**src/rtl/seq_detect_pkg.sv**
```systemverilog
// Shared types and reset defaults for the programmable serial-pattern detector.
package seq_detect_pkg;

    localparam int LENW = 4;

    typedef enum logic [1:0] {
        IDLE  = 2'd0,
        ARMED = 2'd1,
        DONE  = 2'd2
    } state_t;

    localparam logic [7:0]      DEF_PATTERN = 8'h0A;
    localparam logic [LENW-1:0] DEF_LEN     = 4'd4;
    localparam logic            DEF_OVERLAP = 1'b0;

    function automatic logic len_legal(input logic [LENW-1:0] len, input int maxlen);
        return (len != '0) && (int'(len) <= maxlen);
    endfunction

endpackage

```
**src/rtl/seq_match_core.sv**
```systemverilog
// History shift register, fill counter and the combinational pattern compare.
module seq_match_core
    import seq_detect_pkg::*;
#(
    parameter int MAXLEN = 8
) (
    input  logic              clk,
    input  logic              reset,
    input  logic              shift,
    input  logic              clear,
    input  logic              restart_fill,
    input  logic              b,
    input  logic [MAXLEN-1:0] pattern,
    input  logic [LENW-1:0]   len,
    output logic              hit
);

    logic [MAXLEN-1:0] hist;
    logic [LENW-1:0]   fill;
    logic [MAXLEN-1:0] window;
    logic [MAXLEN-1:0] mask;
    logic              full;

    assign window = {hist[MAXLEN-2:0], b};

    always_comb begin
        mask = '0;
        for (int i = 0; i < MAXLEN; i++)
            mask[i] = (i < int'(len));
    end

    // The completing bit arrives with this cycle's b, so len-1 stored bits suffice.
    assign full = ({1'b0, fill} + 5'd1) >= {1'b0, len};
    assign hit  = shift && full && (((window ^ pattern) & mask) == '0);

    always_ff @(posedge clk or negedge reset) begin
        if (!reset) begin
            hist <= '0;
            fill <= '0;
        end else if (clear) begin
            hist <= '0;
            fill <= '0;
        end else if (shift) begin
            hist <= window;
            if (restart_fill)
                fill <= '0;
            else if (fill >= len)
                fill <= len;
            else
                fill <= fill + 4'd1;
        end
    end

endmodule

```
**src/rtl/seq_detect_ctrl.sv**
```systemverilog
// Detector controller: configuration handshake, arm/done FSM and match counter.
module seq_detect_ctrl
    import seq_detect_pkg::*;
#(
    parameter int MAXLEN = 8,
    parameter int CNTW   = 8
) (
    input  logic              clk,
    input  logic              reset,
    input  logic              cfg_valid,
    output logic              cfg_ready,
    input  logic [MAXLEN-1:0] cfg_pattern,
    input  logic [LENW-1:0]   cfg_len,
    input  logic              cfg_overlap,
    input  logic [CNTW-1:0]   cfg_target,
    output logic              cfg_err,
    input  logic              start,
    input  logic              abort,
    input  logic              bit_valid,
    input  logic              b,
    output logic              a,
    output logic              busy,
    output logic              done,
    output logic [CNTW-1:0]   match_count
);

    state_t            state, state_nxt;
    logic [MAXLEN-1:0] pat_q;
    logic [LENW-1:0]   len_q;
    logic              ovl_q;
    logic [CNTW-1:0]   tgt_q;

    logic              hs, len_ok, arm, shift, hit;
    logic [CNTW-1:0]   cnt_inc;
    logic              tgt_hit;

    assign hs      = cfg_valid && (state == IDLE);
    assign len_ok  = len_legal(cfg_len, MAXLEN);
    assign arm     = start && !abort && (state != ARMED);
    assign shift   = (state == ARMED) && bit_valid && !abort;
    assign cnt_inc = match_count + {{(CNTW-1){1'b0}}, 1'b1};
    assign tgt_hit = a && (tgt_q != '0) && (cnt_inc == tgt_q);

    seq_match_core #(.MAXLEN(MAXLEN)) u_core (
        .clk          (clk),
        .reset        (reset),
        .shift        (shift),
        .clear        (arm),
        .restart_fill (hit && !ovl_q),
        .b            (b),
        .pattern      (pat_q),
        .len          (len_q),
        .hit          (hit)
    );

    always_ff @(posedge clk or negedge reset) begin
        if (!reset)
            state <= IDLE;
        else
            state <= state_nxt;
    end

    always_comb begin
        state_nxt = state;
        if (abort)
            state_nxt = IDLE;
        else begin
            case (state)
                IDLE:    if (start)   state_nxt = ARMED;
                ARMED:   if (tgt_hit) state_nxt = DONE;
                DONE:    if (start)   state_nxt = ARMED;
                default:              state_nxt = IDLE;
            endcase
        end
    end

    always_comb begin
        cfg_ready = (state == IDLE);
        busy      = (state == ARMED);
        done      = (state == DONE);
        a         = (state == ARMED) && !abort && hit;
    end

    // A handshake in the arming cycle lands before the first shift, so it governs this arm.
    always_ff @(posedge clk or negedge reset) begin
        if (!reset) begin
            pat_q   <= MAXLEN'(DEF_PATTERN);
            len_q   <= DEF_LEN;
            ovl_q   <= DEF_OVERLAP;
            tgt_q   <= '0;
            cfg_err <= 1'b0;
        end else begin
            cfg_err <= hs && !len_ok;
            if (hs && len_ok) begin
                pat_q <= cfg_pattern;
                len_q <= cfg_len;
                ovl_q <= cfg_overlap;
                tgt_q <= cfg_target;
            end
        end
    end

    always_ff @(posedge clk or negedge reset) begin
        if (!reset)
            match_count <= '0;
        else if (arm)
            match_count <= '0;
        else if (a && (match_count != '1))
            match_count <= cnt_inc;
    end

endmodule

```
**config.mk**
```make
export PLATFORM = sky130hd
export DESIGN_NAME = seq_detect_ctrl
export DESIGN_NICKNAME = d
export VERILOG_FILES = /design/src/rtl/seq_detect_pkg.sv /design/src/rtl/seq_match_core.sv /design/src/rtl/seq_detect_ctrl.sv
export SDC_FILE = /design/constraint.sdc
export NUM_CORES = 1
export LEC_CHECK = 0
export CORE_MARGIN = 5
export CORE_UTILIZATION = 50
export CTS_CLUSTER_DIAMETER = 100
export CTS_CLUSTER_SIZE = 30
export DETAILED_ROUTE_END_ITERATION = 7
export GPL_TIMING_DRIVEN = 0
export MAX_ROUTING_LAYER = met4
export PLACE_DENSITY = 0.77
export SLEW_MARGIN = 30
export SYNTH_ARGS = -nofsm -noshare
export SYNTH_HDL_FRONTEND = slang
export SYNTH_SLANG_ARGS = --single-unit
```
**constraint.sdc**
```tcl
create_clock -name clk -period 3.1 [get_ports clk]
set_input_delay 0.31 -clock clk [delete_from_list [all_inputs] [get_ports clk]]
set_output_delay 0.31 -clock clk [all_outputs]
set_load 0.03 [all_outputs]
```
======== Yosys cells after proc, flatten, opt, wreduce, memory -nomap -nowiden ========
Index checks and enable logic that the tools add are counted.
cells by class
  reductions and logical operators ........ 27
  bitwise logic cells ..................... 2
  muxes and demuxes ....................... 12
  order comparisons ....................... 11
  add/subtract/negate cells ............... 3
  equality and inequality tests ........... 7
operators by type and width
  kind                                                                         number
  1-bit logical AND                                                            16
  3-bit by 4-bit less-than comparator with 1-bit output, first input constant  4
  4-bit 2-to-1 mux                                                             4
  8-bit 2-to-1 mux                                                             2
  7-bit 2-to-1 mux                                                             2
  8-bit by 1-bit adder with 8-bit output, second input constant                1
  8-bit AND                                                                    1
  8-bit equality test                                                          1
  8-bit zero test                                                              1
  1-bit by 4-bit less-than comparator with 1-bit output, first input constant  2
  2-bit by 4-bit less-than comparator with 1-bit output, first input constant  2
  8-bit != test, second input constant                                         1
  8-bit nonzero test                                                           1
  8-bit bitwise XOR                                                            1
  2-bit 2-to-1 mux                                                             3
  4-bit by 1-bit adder with 5-bit output, second input constant                1
  5-bit by 4-bit >= comparator with 1-bit output                               1
  4-bit by 1-bit adder with 4-bit output, second input constant                1
  4-bit >= comparator                                                          1
  4-bit <= comparator, second input constant                                   1
  2-bit case mux with 2 select lines                                           1
  2-bit nonzero test                                                           2
  4-bit nonzero test                                                           1
  1-bit zero test                                                              3
  8 further kinds                                                              8
word-level totals
  bits of input ports ..................... 28
  word-level logic and storage cells ...... 71
  register bits after elaboration ......... 43
  output and inout port bits .............. 13

======== Depth between registers and ports, before layout ========
  word-level depth ........................ 11
  depth in mapped cells ................... 9
  depth with buffers taken out ............ 8

======== Hierarchy ========
A second synthesis with hierarchy kept.
second synthesis, totals
  cell total of the unflattened synthesis .. 236
  area, all modules ....................... 2452.4 µm²
by module, submodules not included
  module           area an instance (µm²)  cells an instance  times used  sequential area each (µm²)
  seq_detect_ctrl  1590.3                  142                1           804.5
  seq_match_core   862.1                   94                 1           275.3

======== Worst setup path before layout ========
Ideal clock, no wire load.
  kind .................................... reg2reg
  from .................................... register match_count[0]
  to ...................................... register state[0]
  stages on the path, launching flop included .. 8
  required time ........................... 2.978 ns
  clock period less this slack ............ 2.692 ns
  arrival time ............................ 2.570 ns
  path buffers ............................ 0
  slack ................................... 0.408 ns
  library setup time ...................... 0.122 ns
  path through ............................ dfrtp_1 ha_1 nand3_2 or4b_2 o211ai_1 a21oi_1 or4b_1 a32o_1
on the way
  longest elaborated chain between the ends .. 5
ends and longest elaborated chain
  what                                                       line                    RTL
  start, declared                                            seq_detect_ctrl.sv:24   output logic [CNTW-1:0] match_count
  start signal, assigned                                     seq_detect_ctrl.sv:109  match_count <= cnt_inc;
  8-bit by 1-bit adder with 8-bit output                     seq_detect_ctrl.sv:41   assign cnt_inc = match_count + {{(CNTW-1){1'b0}}, 1'b1};
  8-bit equality test                                        seq_detect_ctrl.sv:42   assign tgt_hit = a && (tgt_q != '0) && (cnt_inc == tgt_q);
  1-bit logical AND                                          seq_detect_ctrl.sv:42
  3-bit by 2-bit != test with 1-bit output (no source line)  n/a
  2-bit AND reduction (no source line)                       n/a
  end signal, assigned                                       seq_detect_ctrl.sv:60   state <= state_nxt;
  end, declared                                              seq_detect_ctrl.sv:27   state_t state, state_nxt;
No other way between the ends.
A chain may end at the register's enable or synchronous reset.

======== Worst setup path in the final report ========
Ends and elaborated chain as after synthesis.

==> flow_summary.ini <==
[status]
status = finished, final reports clean

[power_and_ir_drop]
p_switching_uw = 558.1
clkPwrFrac_pct = 20.1
leakagePower_uw = 0.001323
p_comb_share_pct = 33.3
p_sw_share_pct = 33.64
total_power_uw = 1659
seq_power_share_pct = 46.6
vdd_drop_max_uv = 310.7
pwr_density_cell_mw_per_mm2 = 538.8
intPower_uw = 1101

[finish]
final_nets = 313
layout_common_cells = 40 x dfrtp_1, 38 x clkdlybuf4s50_1, 20 x mux2_2
mostFrequentLayoutCell = dfrtp_1
drive_above_1_share_pct = 17.82
stdcell_count = 342
syn2layout_area_growth_pct = 25.56
n_antenna_cell = 0

[place]
dp_cells = 334
routabilityCongestion = 0.8862
numPortBuffers = 40
place_hpwl_um = 3912

[floorplan]
die_area_mm2 = 0.006406
rows = 25
core_area_mm2 = 0.004755
start_util_pct = 51.58
dieWidth_um = 80.04
pin_count = 41
die_h_um = 80.04

[synth]
ys_seq_area_share_pct = 44.03
syn-cell-area_mm2 = 0.002452
async_flop_share_pct = 100.0
synthCells = 225
syn_avg_cell_area_um2 = 10.90
synth_seq_cells = 43
synth_top_area_share_pct = 40.82
synth_edf_count = 0
ys_warn_count = 0
synth_area_leaders = dfrtp_1 41%, mux2_2 9.2%, ha_1 5.1%, xor2_1 4.3%, xnor2_1 3.6%
syn_nets = 263
synth_cell_type_count = 57
yosysTopAreaCell = dfrtp_1
ys.flop_type = dfrtp_1

[routing]
route.detailed.drc = 0
dr_total_vias = 1843
drt_iter0_drc = 118
postRouteWirelength_um = 4961
vias_per_cell = 5.389
firstDrtPassIters = 4
wl_per_cell_um = 14.51
antenna_left = 0

[clocking]
htree_levels = 2
cts_inserted_buffers = 5
path_clk_slew_ps = 90
clock_sinks = 43
cts_tree = yes
post-cts-setup-buffers = 0
cts.path.max_buffers = 2
clk_latency_ps = 300
cts_root_buffer = clkbuf_8

[setup_path]
cp_max_fo = 8
crit_path_max_incr_delay_ps = 640
end_kind = flip-flop
setup.worst_path.start = match_count[0]
critPathKind = reg -> reg
ff2ff_setup_slack_ps = 390
critPathSlowestCell = or4b_2
critPathLaunchType = flip-flop
rr_startpoint = match_count[0]
critPathArrivalTime_ps = 2910
crit_end = state[0]
path_cells = ha_1, nand3_2, or4b_2, o211ai_1, a21oi_1, or4b_1, a32o_1
critical_path_required_ps = 3290
timing.rr.end = state[0]
r2r_cells = 7

[grt]
busiest_layer = met2
antenna_found_initial = 0
grt_pass1_wl_um = 8569
grt_use_met1_pct = 23.98
grtUsageMet3_pct = 4.515
overflow = 0
grt_max_degree = 17
grtUsageTotal_pct = 17.80
grt_pass1_vias = 1774
met2_usage_pct = 26.41

[hold_path]
hold_class = in -> async

[flow_run]
cap_violations = 0

[sta]
finalSetupTns_ps = 0
rsz0062_at_grt = no
hold_viol = 0
fmax_mhz = 368.7
setup_viol = 0
fin_crit_ps = 2712
final-max-slew-violation-count = 0
finClkSkew_ps = 16.76
hold_ws_ps = 455.2
tightestPinTransition_ps = 725.0
fin_crit_sh_pct = 87.48
relSlewSlack_pct = 51.49
-- kinds of logic after synthesis --
group,Yosys count,synth area share (%)
compound gates,53,15.41
buf+inv,18,3.724
xor+xnor,22,7.857
flops,43,44.03
simple gates,57,13.67
mux,22,10.20
fa+ha+maj,10,5.102
-- power by group through the flow --
stage / Clock [uW] / Sequential, uW / Combinational (uW)
2_1_floorplan: 0 / 754 / 408
3_5_place_dp: 0 / 782 / 554
5_1_grt: 377 / 788 / 624
6_report: 333 / 774 / 552
4_1_cts: 346 / 771 / 558
3_3_place_gp: 0 / 779 / 526
-- worst min-delay path by stage --
stage | to | slack, ps | cells after the start
after floorplan | cfg_err | 10 | 0
after global placement | u_core.hist[6] | 500 | 1
after detailed placement | pat_q[7] | 230 | 1
after CTS | pat_q[7] | 450 | 2
after global routing | u_core.hist[5] | 490 | 2
final | pat_q[7] | 460 | 2
-- worst max-delay path: cells and delay by family, from the launching register on --
| kind | cells | cell delay, ps |
|---|---|---|
| adders and majority gates | 1 | 320 |
| and+or+nand+nor | 3 | 1350 |
| AOI/OAI and AO/OA | 3 | 460 |
| DFF | 1 | 480 |
-- cells in the mapped netlist (2+ instances only) --
| master | count |
|---|---|
| nand2b_1 | 4 |
| nand3_1 | 10 |
| o221ai_1 | 2 |
| o21ai_0 | 10 |
| nand2_1 | 11 |
| a21oi_1 | 10 |
| a22o_1 | 7 |
| o21a_1 | 2 |
| xnor2_1 | 10 |
| clkbuf_1 | 2 |
| inv_1 | 11 |
| nor3_1 | 5 |
| dfrtp_1 | 40 |
| nor2_1 | 8 |
| nor4_1 | 3 |
| a31oi_1 | 3 |
| mux2_2 | 20 |
| o31ai_1 | 2 |
| o211ai_1 | 2 |
| and3_1 | 2 |
| a21o_1 | 2 |
| xor2_1 | 12 |
| a31o_2 | 2 |
| ha_1 | 10 |
| dfstp_2 | 3 |
-- per-layer routing --
| layer | up-vias | share of wire, % |
|---|---|---|
| li1 | 931 | - |
| met1 | 875 | 49 |
| met2 | 35 | 46 |
| met3 | 2 | 4.4 |
| met4 | 0 | 0.73 |
| met5 | - | 0 |
-- layout make-up --
cell class | instances | area [um2]
Timing Repair Buffer | 43 | 462.9
Sequential cell | 43 | 1080
Clock buffer | 6 | 72.57
Tap cell | 67 | 83.83
Buffer | 7 | 50.05
Clock inverter | 1 | 7.507
Inverter | 11 | 41.29
Multi-Input combinational cell | 164 | 1281
Fill cell | 388 | 1675
-- per-stage QoR --
step / area (um2) / utilization, % / worst slack (ps)
finish: 3079 / 64.76 / 388.1
global route: 3079 / 64.76 / 206.9
detailed placement: 2987 / 62.82 / 106.2
global placement: 2937 / 61.76 / 99.01
CTS: 3077 / 64.71 / 33.51
floorplan: 2452 / - / 408.2
-- registers in the layout, indices dropped and copies added (netlist names) --
| register | cells |
|---|---|
| cfg_err | 1 |
| len_q | 4 |
| match_count | 8 |
| ovl_q | 1 |
| pat_q | 8 |
| state | 2 |
| tgt_q | 8 |
| u_core.fill | 4 |
| u_core.hist | 7 |
-- repair_timing --
item,in CTS,in global routing
hold buffers,1,0
setup endpoints to repair,0,1
gates resized for setup,0,1
hold endpoints to repair,12,0
Note: power is estimated with default switching activity, not from simulation.
